$ cat config.mk
export PLATFORM = sky130hd
export DESIGN_NAME = s_poly_writer_flat
export DESIGN_NICKNAME = d
export VERILOG_FILES = /design/src/rtl/s_poly_writer_if.sv /design/src/rtl/s_poly_writer.sv /design/src/flat_wrapper.sv
export SDC_FILE = /design/constraint.sdc
export NUM_CORES = 1
export LEC_CHECK = 0
export CAP_MARGIN = 20
export CORE_ASPECT_RATIO = 1.1
export CORE_UTILIZATION = 45
export DETAILED_ROUTE_END_ITERATION = 7
export HOLD_SLACK_MARGIN = 0.03
export PLACE_DENSITY = 0.8
export SYNTH_ARGS = -nofsm -noshare
export SYNTH_HDL_FRONTEND = slang
export SYNTH_SLANG_ARGS = --single-unit
$ cat constraint.sdc
create_clock -name clk -period 13.37 [get_ports clk]
set_input_delay 2.674 -clock clk [delete_from_list [all_inputs] [get_ports clk]]
set_output_delay 2.674 -clock clk [all_outputs]
set_load 0.02 [all_outputs]
$ cat src/rtl/s_poly_writer_if.sv
// Sampler-to-writer coefficient beats plus the coefficient RAM write port and status.
interface s_poly_writer_if #(
    parameter int unsigned DLEN = 64,
    parameter int unsigned AW   = 11
);
    logic            start;
    logic            coef_valid;
    logic [1:0]      coef_cnt;
    logic [22:0]     coef0;
    logic [22:0]     coef1;
    logic            coef_ready;
    logic            mem_wen;
    logic [AW-1:0]   mem_waddr;
    logic [DLEN-1:0] mem_din;
    logic            poly_done;
    logic            done;
    logic            overflow_err;

    modport master (
        output start, coef_valid, coef_cnt, coef0, coef1,
        input  coef_ready, mem_wen, mem_waddr, mem_din, poly_done, done, overflow_err
    );

    modport slave (
        input  start, coef_valid, coef_cnt, coef0, coef1,
        output coef_ready, mem_wen, mem_waddr, mem_din, poly_done, done, overflow_err
    );
endinterface

$ cat src/rtl/s_poly_writer.sv
// Packs sampled s1/s2 coefficients two per RAM word, tracking coefficient and
// polynomial indices and flagging per-polynomial and whole-vector completion.
module s_poly_writer #(
    parameter int unsigned DLEN  = 64,
    parameter int unsigned NPOLY = 15,
    parameter int unsigned AW    = 11
) (
    input  logic           clk,
    input  logic           reset,
    s_poly_writer_if.slave bus
);
    localparam int unsigned CW    = 23;
    localparam int unsigned IW    = 9;
    localparam int unsigned PW    = (NPOLY > 1) ? $clog2(NPOLY) : 1;
    localparam int unsigned NCOEF = 256;

    typedef enum logic [1:0] {S_IDLE, S_RUN, S_DONE} state_t;

    state_t          state_q, state_d;
    logic [IW-1:0]   coef_idx_q, coef_idx_d;
    logic [PW-1:0]   poly_idx_q, poly_idx_d;
    logic            pend_q, pend_d;
    logic [CW-1:0]   hold_q, hold_d;
    logic [AW-1:0]   addr_q, addr_d;
    logic            ready_q, ready_d;
    logic            wen_q, wen_d;
    logic [AW-1:0]   waddr_q, waddr_d;
    logic [DLEN-1:0] din_q, din_d;
    logic            pdone_q, pdone_d;
    logic            done_q, done_d;
    logic            ovf_q, ovf_d;

    logic [1:0]      k, take;
    logic [IW-1:0]   room, new_idx;
    logic            wr;
    logic [CW-1:0]   odd, even;

    // State and all registered outputs
    always_ff @(posedge clk or negedge reset) begin
        if (!reset) begin
            state_q    <= S_IDLE;
            coef_idx_q <= '0;
            poly_idx_q <= '0;
            pend_q     <= 1'b0;
            hold_q     <= '0;
            addr_q     <= '0;
            ready_q    <= 1'b0;
            wen_q      <= 1'b0;
            waddr_q    <= '0;
            din_q      <= '0;
            pdone_q    <= 1'b0;
            done_q     <= 1'b0;
            ovf_q      <= 1'b0;
        end else begin
            state_q    <= state_d;
            coef_idx_q <= coef_idx_d;
            poly_idx_q <= poly_idx_d;
            pend_q     <= pend_d;
            hold_q     <= hold_d;
            addr_q     <= addr_d;
            ready_q    <= ready_d;
            wen_q      <= wen_d;
            waddr_q    <= waddr_d;
            din_q      <= din_d;
            pdone_q    <= pdone_d;
            done_q     <= done_d;
            ovf_q      <= ovf_d;
        end
    end

    // Next state, pairing and index bookkeeping
    always_comb begin
        state_d    = state_q;
        coef_idx_d = coef_idx_q;
        poly_idx_d = poly_idx_q;
        pend_d     = pend_q;
        hold_d     = hold_q;
        addr_d     = addr_q;
        wen_d      = 1'b0;
        waddr_d    = waddr_q;
        din_d      = din_q;
        pdone_d    = 1'b0;
        ovf_d      = ovf_q;
        k          = 2'd0;
        take       = 2'd0;
        room       = IW'(NCOEF) - coef_idx_q;
        new_idx    = coef_idx_q;
        wr         = 1'b0;
        odd        = '0;
        even       = '0;

        case (state_q)
            S_IDLE, S_DONE: begin
                if (bus.start) begin
                    state_d    = S_RUN;
                    coef_idx_d = '0;
                    poly_idx_d = '0;
                    pend_d     = 1'b0;
                    addr_d     = '0;
                    ovf_d      = 1'b0;
                end
            end
            S_RUN: begin
                if (bus.coef_valid) begin
                    if (bus.coef_cnt == 2'd3) begin
                        ovf_d = 1'b1;
                    end else begin
                        k = bus.coef_cnt;
                    end
                    // room is at least 1 here, so truncation only ever trims k=2 to 1
                    if (IW'(k) > room) begin
                        take  = 2'(room);
                        ovf_d = 1'b1;
                    end else begin
                        take = k;
                    end
                    new_idx = coef_idx_q + IW'(take);

                    case ({pend_q, take})
                        3'b0_01: begin
                            hold_d = bus.coef0;
                            pend_d = 1'b1;
                        end
                        3'b0_10: begin
                            wr   = 1'b1;
                            odd  = bus.coef1;
                            even = bus.coef0;
                        end
                        3'b1_01: begin
                            wr     = 1'b1;
                            odd    = bus.coef0;
                            even   = hold_q;
                            pend_d = 1'b0;
                        end
                        3'b1_10: begin
                            wr     = 1'b1;
                            odd    = bus.coef0;
                            even   = hold_q;
                            hold_d = bus.coef1;
                        end
                        default: ;
                    endcase

                    if (new_idx == IW'(NCOEF)) begin
                        coef_idx_d = '0;
                        poly_idx_d = poly_idx_q + PW'(1);
                        pdone_d    = 1'b1;
                        if (poly_idx_q == PW'(NPOLY - 1)) begin
                            state_d = S_DONE;
                        end
                    end else begin
                        coef_idx_d = new_idx;
                    end

                    if (wr) begin
                        wen_d   = 1'b1;
                        waddr_d = addr_q;
                        addr_d  = addr_q + AW'(1);
                        din_d   = DLEN'({odd, even});
                    end
                end
            end
            default: state_d = S_IDLE;
        endcase

        ready_d = (state_d == S_RUN);
        done_d  = (state_d == S_DONE);
    end

    assign bus.coef_ready   = ready_q;
    assign bus.mem_wen      = wen_q;
    assign bus.mem_waddr    = waddr_q;
    assign bus.mem_din      = din_q;
    assign bus.poly_done    = pdone_q;
    assign bus.done         = done_q;
    assign bus.overflow_err = ovf_q;
endmodule

$ cat src/flat_wrapper.sv
// flat-port wrapper written by rule: the top's interface ports become plain ports
module s_poly_writer_flat 
#(
    parameter int unsigned DLEN  = 64,
    parameter int unsigned NPOLY = 15,
    parameter int unsigned AW    = 11
)
  (clk, reset, bus_start, bus_coef_valid, bus_coef_cnt, bus_coef0, bus_coef1, bus_coef_ready, bus_mem_wen, bus_mem_waddr, bus_mem_din, bus_poly_done, bus_done, bus_overflow_err);
  s_poly_writer_if #(.DLEN(DLEN), .AW(AW)) bus_i ();
  input  logic clk;
  input  logic reset;
  input wire logic [$bits(bus_i.start)-1:0] bus_start;
  input wire logic [$bits(bus_i.coef_valid)-1:0] bus_coef_valid;
  input wire logic [$bits(bus_i.coef_cnt)-1:0] bus_coef_cnt;
  input wire logic [$bits(bus_i.coef0)-1:0] bus_coef0;
  input wire logic [$bits(bus_i.coef1)-1:0] bus_coef1;
  output wire logic [$bits(bus_i.coef_ready)-1:0] bus_coef_ready;
  output wire logic [$bits(bus_i.mem_wen)-1:0] bus_mem_wen;
  output wire logic [$bits(bus_i.mem_waddr)-1:0] bus_mem_waddr;
  output wire logic [$bits(bus_i.mem_din)-1:0] bus_mem_din;
  output wire logic [$bits(bus_i.poly_done)-1:0] bus_poly_done;
  output wire logic [$bits(bus_i.done)-1:0] bus_done;
  output wire logic [$bits(bus_i.overflow_err)-1:0] bus_overflow_err;
  assign bus_i.start = bus_start;
  assign bus_i.coef_valid = bus_coef_valid;
  assign bus_i.coef_cnt = bus_coef_cnt;
  assign bus_i.coef0 = bus_coef0;
  assign bus_i.coef1 = bus_coef1;
  assign bus_coef_ready = bus_i.coef_ready;
  assign bus_mem_wen = bus_i.mem_wen;
  assign bus_mem_waddr = bus_i.mem_waddr;
  assign bus_mem_din = bus_i.mem_din;
  assign bus_poly_done = bus_i.poly_done;
  assign bus_done = bus_i.done;
  assign bus_overflow_err = bus_i.overflow_err;
  s_poly_writer #(.DLEN(DLEN), .NPOLY(NPOLY), .AW(AW)) u_core (.clk(clk), .reset(reset), .bus(bus_i));
endmodule
# Word-level counts from Yosys, hierarchy flattened
# Index checks and enable logic that the tools add are counted.
# totals
regBits	112
in_bits	52
out_inout_bits	80
wordCells	91
# classes
n_addsub	4
magnitude_cmp	1
eq_ne	17
n_mux	43
reduce_logical	13
# ops
operator	count
case mux 23 bit (2 select lines)	3
2-to-1 mux 11 bit	3
2-to-1 mux 9 bit	3
case mux 11 bit (2 select lines)	1
2-to-1 mux 2 bit	10
case mux 9 bit (2 select lines)	1
AND reduction 4 bit	4
2-to-1 mux 1 bit	14
2-to-1 mux 4 bit	3
adder 11 x 1 -> 11 bit (second input constant)	1
adder 9 x 2 -> 9 bit	1
== test 9 bit (second input constant)	1
greater-than comparator 2 x 9 -> 1 bit	1
AND reduction 3 bit	3
subtractor 9 bit (first input constant)	1
case mux 4 bit (2 select lines)	1
== test 2 bit (second input constant)	3
== test 3 bit (second input constant)	2
case mux 1 bit (2 select lines)	3
adder 4 x 1 -> 4 bit (second input constant)	1
== test 2 x 1 -> 1 bit (second input constant)	2
== test 4 bit (second input constant)	1
inequality test 2 x 1 -> 1 bit (second input constant)	2
inequality test 2 bit (second input constant)	2
other kinds (9)	11

# Longest topological paths before layout
# depth
depth_word	16
ltp_mapped	21
mapped_depth_nobuf	20

# Worst setup path before layout
# No wires, ideal clock.
# synth_path
path_kind	input-to-reg
startpoint	in bus_coef_cnt[0]
endpoint	reg u_core.poly_idx_q[0]
setup_ns	0.125
arrival_time_ns	6.401
t_required_ns	13.245
path_slack_ns	6.844
cell_stages	18
path_buffers	0
cell_sequence	nor2b_1 -> inv_1 -> ha_1 -> nand2_1 -> a22o_1 -> a32oi_1 -> o31ai_2 -> nand2_1 -> ha_1 -> inv_1 -> fa_1 -> and3b_1 -> and3_1 -> nand4_1 -> a221oi_2 -> a21oi_1 -> or2_2 -> mux2_2
# synth_via
elab_chain_len	12
# synth_lines
element	line_no	rtl
start, declared	flat_wrapper.sv:14	input wire logic [$bits(bus_i.coef_cnt)-1:0] bus_coef_cnt;
== test 2 bit	s_poly_writer.sv:105	if (bus.coef_cnt == 2'd3) begin
2-to-1 mux 2 bit *	s_poly_writer.sv:105	
2-to-1 mux 2 bit *	s_poly_writer.sv:104	if (bus.coef_valid) begin
2-to-1 mux 2 bit *	s_poly_writer.sv:92	case (state_q)
greater-than comparator 2 x 9 -> 1 bit	s_poly_writer.sv:111	if (IW'(k) > room) begin
2-to-1 mux 2 bit *	s_poly_writer.sv:111	
2-to-1 mux 2 bit *	s_poly_writer.sv:104	
2-to-1 mux 2 bit *	s_poly_writer.sv:92	
adder 9 x 2 -> 9 bit *	s_poly_writer.sv:117	new_idx = coef_idx_q + IW'(take);
== test 9 bit *	s_poly_writer.sv:144	if (new_idx == IW'(NCOEF)) begin
inequality test 2 x 1 -> 1 bit (no source line) *	n/a	
AND reduction 4 bit (no source line) *	n/a	
end signal, assigned	s_poly_writer.sv:57	poly_idx_q <= poly_idx_d;
end, declared	s_poly_writer.sv:21	logic [PW-1:0] poly_idx_q, poly_idx_d;
# Every way passes the cells marked *; elsewhere a longest branch is shown, timed or not. The select of a mux whose other input is x is not followed.
# A chain may end at the register's enable or synchronous reset.

# Final worst setup path
# layout_path
startpoint	in bus_coef_cnt[0]
endpoint	reg u_core.coef_idx_q[5]
# layout_via
elab_chain_len	13
# layout_lines
element	line_no	rtl
== test 2 bit	s_poly_writer.sv:105	
2-to-1 mux 2 bit *	s_poly_writer.sv:105	
2-to-1 mux 2 bit *	s_poly_writer.sv:104	
2-to-1 mux 2 bit *	s_poly_writer.sv:92	
greater-than comparator 2 x 9 -> 1 bit	s_poly_writer.sv:111	
2-to-1 mux 2 bit *	s_poly_writer.sv:111	
2-to-1 mux 2 bit *	s_poly_writer.sv:104	
2-to-1 mux 2 bit *	s_poly_writer.sv:92	
adder 9 x 2 -> 9 bit *	s_poly_writer.sv:117	
== test 9 bit	s_poly_writer.sv:144	
2-to-1 mux 9 bit *	s_poly_writer.sv:144	
2-to-1 mux 9 bit *	s_poly_writer.sv:104	
case mux 9 bit (2 select lines) *	s_poly_writer.sv:92	
end signal, assigned	s_poly_writer.sv:56	coef_idx_q <= coef_idx_d;
end, declared	s_poly_writer.sv:20	logic [IW-1:0] coef_idx_q, coef_idx_d;
# Marked as above.

==> results.sh <==
export IMPL_cts_inserted_buffers=9
export IMPL_rows=44
export IMPL_via_per_inst=6.020
export IMPL_cts_clk_slew_worst_paths_ns=0.07
export IMPL_cts_root_buffer_cell="clkbuf_16"
export IMPL_worst_r2r_path_depth=16
export IMPL_initial_core_util=0.4607
export IMPL_dieWidth_um=112.9
export IMPL_antenna_found_initial=0
export IMPL_fmax_mhz=136.5
export IMPL_rsz0062_at_grt="no"
export IMPL_cts_resized=0
export IMPL_hold_viol=0
export IMPL_num_nets_final=733
export IMPL_startpoint_type="primary input"
export IMPL_totalPowerFinal_w=0.001381
export IMPL_yosysTopAreaCellShare=0.4604
export IMPL_critPathMaxFanout=13
export IMPL_layout_drive_gt1_share=0.1346
export IMPL_p_leak_nw=3.138
export IMPL_clk_latency_ns=0.35
export IMPL_worstMarginPinSlew_ns=1.091
export IMPL_utilization=0.5662
export IMPL_layout_min_cycle_time_ns=7.325
export IMPL_postSynth_asyncResetShare=1.000
export IMPL_worst_setup_path_end_kind="flip-flop"
export IMPL_grt_use_total=0.2229
export IMPL_ant_nets=0
export IMPL_dp_hpwl_um=10310
export IMPL_drtPass1Iterations=5
export IMPL_first_global_vias=4960
export IMPL_wl_um=15290
export IMPL_r2r_start="u_core.coef_idx_q[0]"
export IMPL_vias=5039
export IMPL_drt_iter0_drc=318
export IMPL_ir_drop_mv=0.1077
export IMPL_io_pin_count=132
export IMPL_post_drt_wl_per_cell_um=18.26
export IMPL_powerDensity_nw_per_um2=184.6
export IMPL_place_gp_congestion=0.8525
export IMPL_syn_inst=584
export IMPL_slew_violations=0
export IMPL_port_buffers=113
export IMPL_core_area_um2=13210
export IMPL_clockBufferDepth=2
export IMPL_cts_sinks=112
export IMPL_worstPathArrival_ns=7.60
export IMPL_yosysWarnings=0
export IMPL_hold_path_class="reg -> reg"
export IMPL_design_die_area_um2=14000
export IMPL_outcome="finished clean"
export IMPL_setup_tns_ns=0
export IMPL_setup_ws_ns=6.045
export IMPL_synth_seq_area_share=0.4604
export IMPL_hold_path_startpoint="u_core.bus.mem_waddr[3]"
export IMPL_avgSynthCellArea_um2=10.42
export IMPL_final_cells=837
export IMPL_syn_to_final_growth_pct=22.90
export IMPL_criticalPathCategory="in -> reg"
export IMPL_dp_cells=821
export IMPL_holdPathStages=1
export IMPL_grt_pass1_wl_um=24710
export IMPL_num_antenna_cells=0
export IMPL_layout_common_cells="clkdlybuf4s50_1, dfrtp_1, a21oi_1"
export IMPL_setup_violations=0
export IMPL_cts_setup_buffers=0
export IMPL_cts_tree="built"
export IMPL_ctsHoldBuffers=0
export IMPL_finalCritPeriodShare=0.5479
export IMPL_finClkSkew_ns=0.008979
export IMPL_drcViolationCount=0
export IMPL_synth_top_area_cell="dfrtp_1"
export IMPL_grt_max_degree=58
export IMPL_critPathLaunch="bus_coef_cnt[0]"
export IMPL_critical_path_required_ns=13.64
export IMPL_synthFlopType="dfrtp_1"
export IMPL_die_h_um=124.0
export IMPL_cts_htree_levels=3
export IMPL_overflow=0
export IMPL_place_ws_ns=5.824
export IMPL_relSlewSlack=0.2702
export IMPL_synth_edf_count=0
export IMPL_synthTopCellsByArea="dfrtp_1, a21oi_1, mux2_2"
export IMPL_synth_area_um2=6087
export IMPL_cap_violations=0
export IMPL_synth_seq_cells=112
export IMPL_synthDistinctLibCells=64
-- registers in the layout, summed over array words and instances (netlist names) --
name	flops
u_core.bus.coef_ready	1
u_core.addr_q	11
u_core.bus.mem_din	46
u_core.pend_q	1
u_core.bus.mem_waddr	11
u_core.poly_idx_q	4
u_core.state_q	2
u_core.bus.poly_done	1
u_core.hold_q	23
u_core.bus.overflow_err	1
u_core.bus.mem_wen	1
u_core.bus.done	1
u_core.coef_idx_q	9
-- cell usage after synthesis, types with 2 or more instances --
cell type / n
a211oi_1: 2
a21o_1: 5
a21oi_1: 108
a22o_1: 2
a22oi_1: 46
a31oi_1: 11
a32o_1: 5
a32oi_1: 2
and2_1: 4
and3_1: 5
buf_1: 2
buf_2: 16
buf_4: 19
buf_6: 5
clkbuf_1: 18
dfrtp_1: 112
ha_1: 8
inv_1: 16
mux2_1: 3
mux2_2: 35
mux2_4: 20
nand2_1: 25
nand2b_1: 6
nand3_1: 8
nand4_1: 8
nor2_1: 16
nor2b_1: 5
nor3_1: 4
nor3b_1: 4
nor4_1: 2
o21a_1: 3
o21ai_0: 19
o22ai_1: 2
o31ai_1: 4
or3_1: 3
xnor2_1: 3
-- where the power goes --
part           switching (W)  total (W)  internal (W)
Clock               0.000126   0.000258      0.000133
Combinational       0.000314   0.000587      0.000273
Sequential         0.0000837   0.000536      0.000452
Total               0.000523    0.00138      0.000858
-- final cells by class --
type,count,area (um2)
fill,1116,5732
clock buffer,10,239.0
sequential,112,2803
timing repair buffer,120,1194
multi-input combinational,413,2943
inverter,16,60.06
clock inverter,5,41.29
tap,161,201.4
-- worst max-delay path, cell delays in order --
cell and delay, ns:
clkdlybuf4s50_1 0.51, nor2b_1 0.32, inv_1 0.08, ha_1 0.30
nand2_1 0.09, a22o_1 0.25, a32oi_1 0.33, o31ai_2 0.18
nand2_1 0.11, ha_1 0.18, inv_1 0.06, fa_1 0.44
and3b_1 0.30, and3_1 0.24, nand3_1 0.15, xnor2_1 0.21
a21oi_1 0.76, o21ai_0 0.21, a31oi_1 0.21
-- worst paths after layout --
check	endpoint	slack [ns]
min in group asynchronous	u_core.bus.mem_din[43]	2.37
worst min register to register	u_core.bus.mem_waddr[3]	0.49
worst min-delay path	u_core.bus.mem_waddr[3]	0.49
worst max-delay path	u_core.coef_idx_q[5]	6.05
worst max register to register	u_core.poly_idx_q[0]	8.11
max in group asynchronous	u_core.bus.poly_done	9.80
-- metrics by stage --
stage | hold slack [ns] | cell area, um2
detailed placement | 0.4853 | 7181
global placement | 0.4753 | 7181
global route | 0.5255 | 7481
CTS | 0.5006 | 7461
finish | 0.4937 | 7481
floorplan | 0.4592 | 6151
-- logic make-up (layout without fill, tap and decap cells) --
| group | after synthesis | count (layout) | share of synthesized area |
|---|---|---|---|
| AND/OR/NAND/NOR | 98 | 98 | 0.08613 |
| buffers and inverters | 76 | 151 | 0.06804 |
| AO/OA/AOI/OAI | 226 | 226 | 0.2397 |
| adder cells (fa/ha/maj) | 9 | 9 | 0.01973 |
| multiplexers | 58 | 58 | 0.1196 |
| flip-flops | 112 | 112 | 0.4604 |
| XOR/XNOR | 4 | 4 | 0.005756 |
| other | 1 | 18 | 0.0006161 |
-- routing by layer --
metal | track usage | part of all wire | up-vias | wire length (um)
li1 | - | - | 2318 | -
met1 | 0.2737 | 0.41 | 2504 | 6319
met2 | 0.3746 | 0.49 | 196 | 7468
met3 | 0.06764 | 0.083 | 21 | 1268
met4 | 0.07977 | 0.015 | 0 | 231
met5 | 0 | 0 | - | 0
Power figures use the tool's default switching activity.
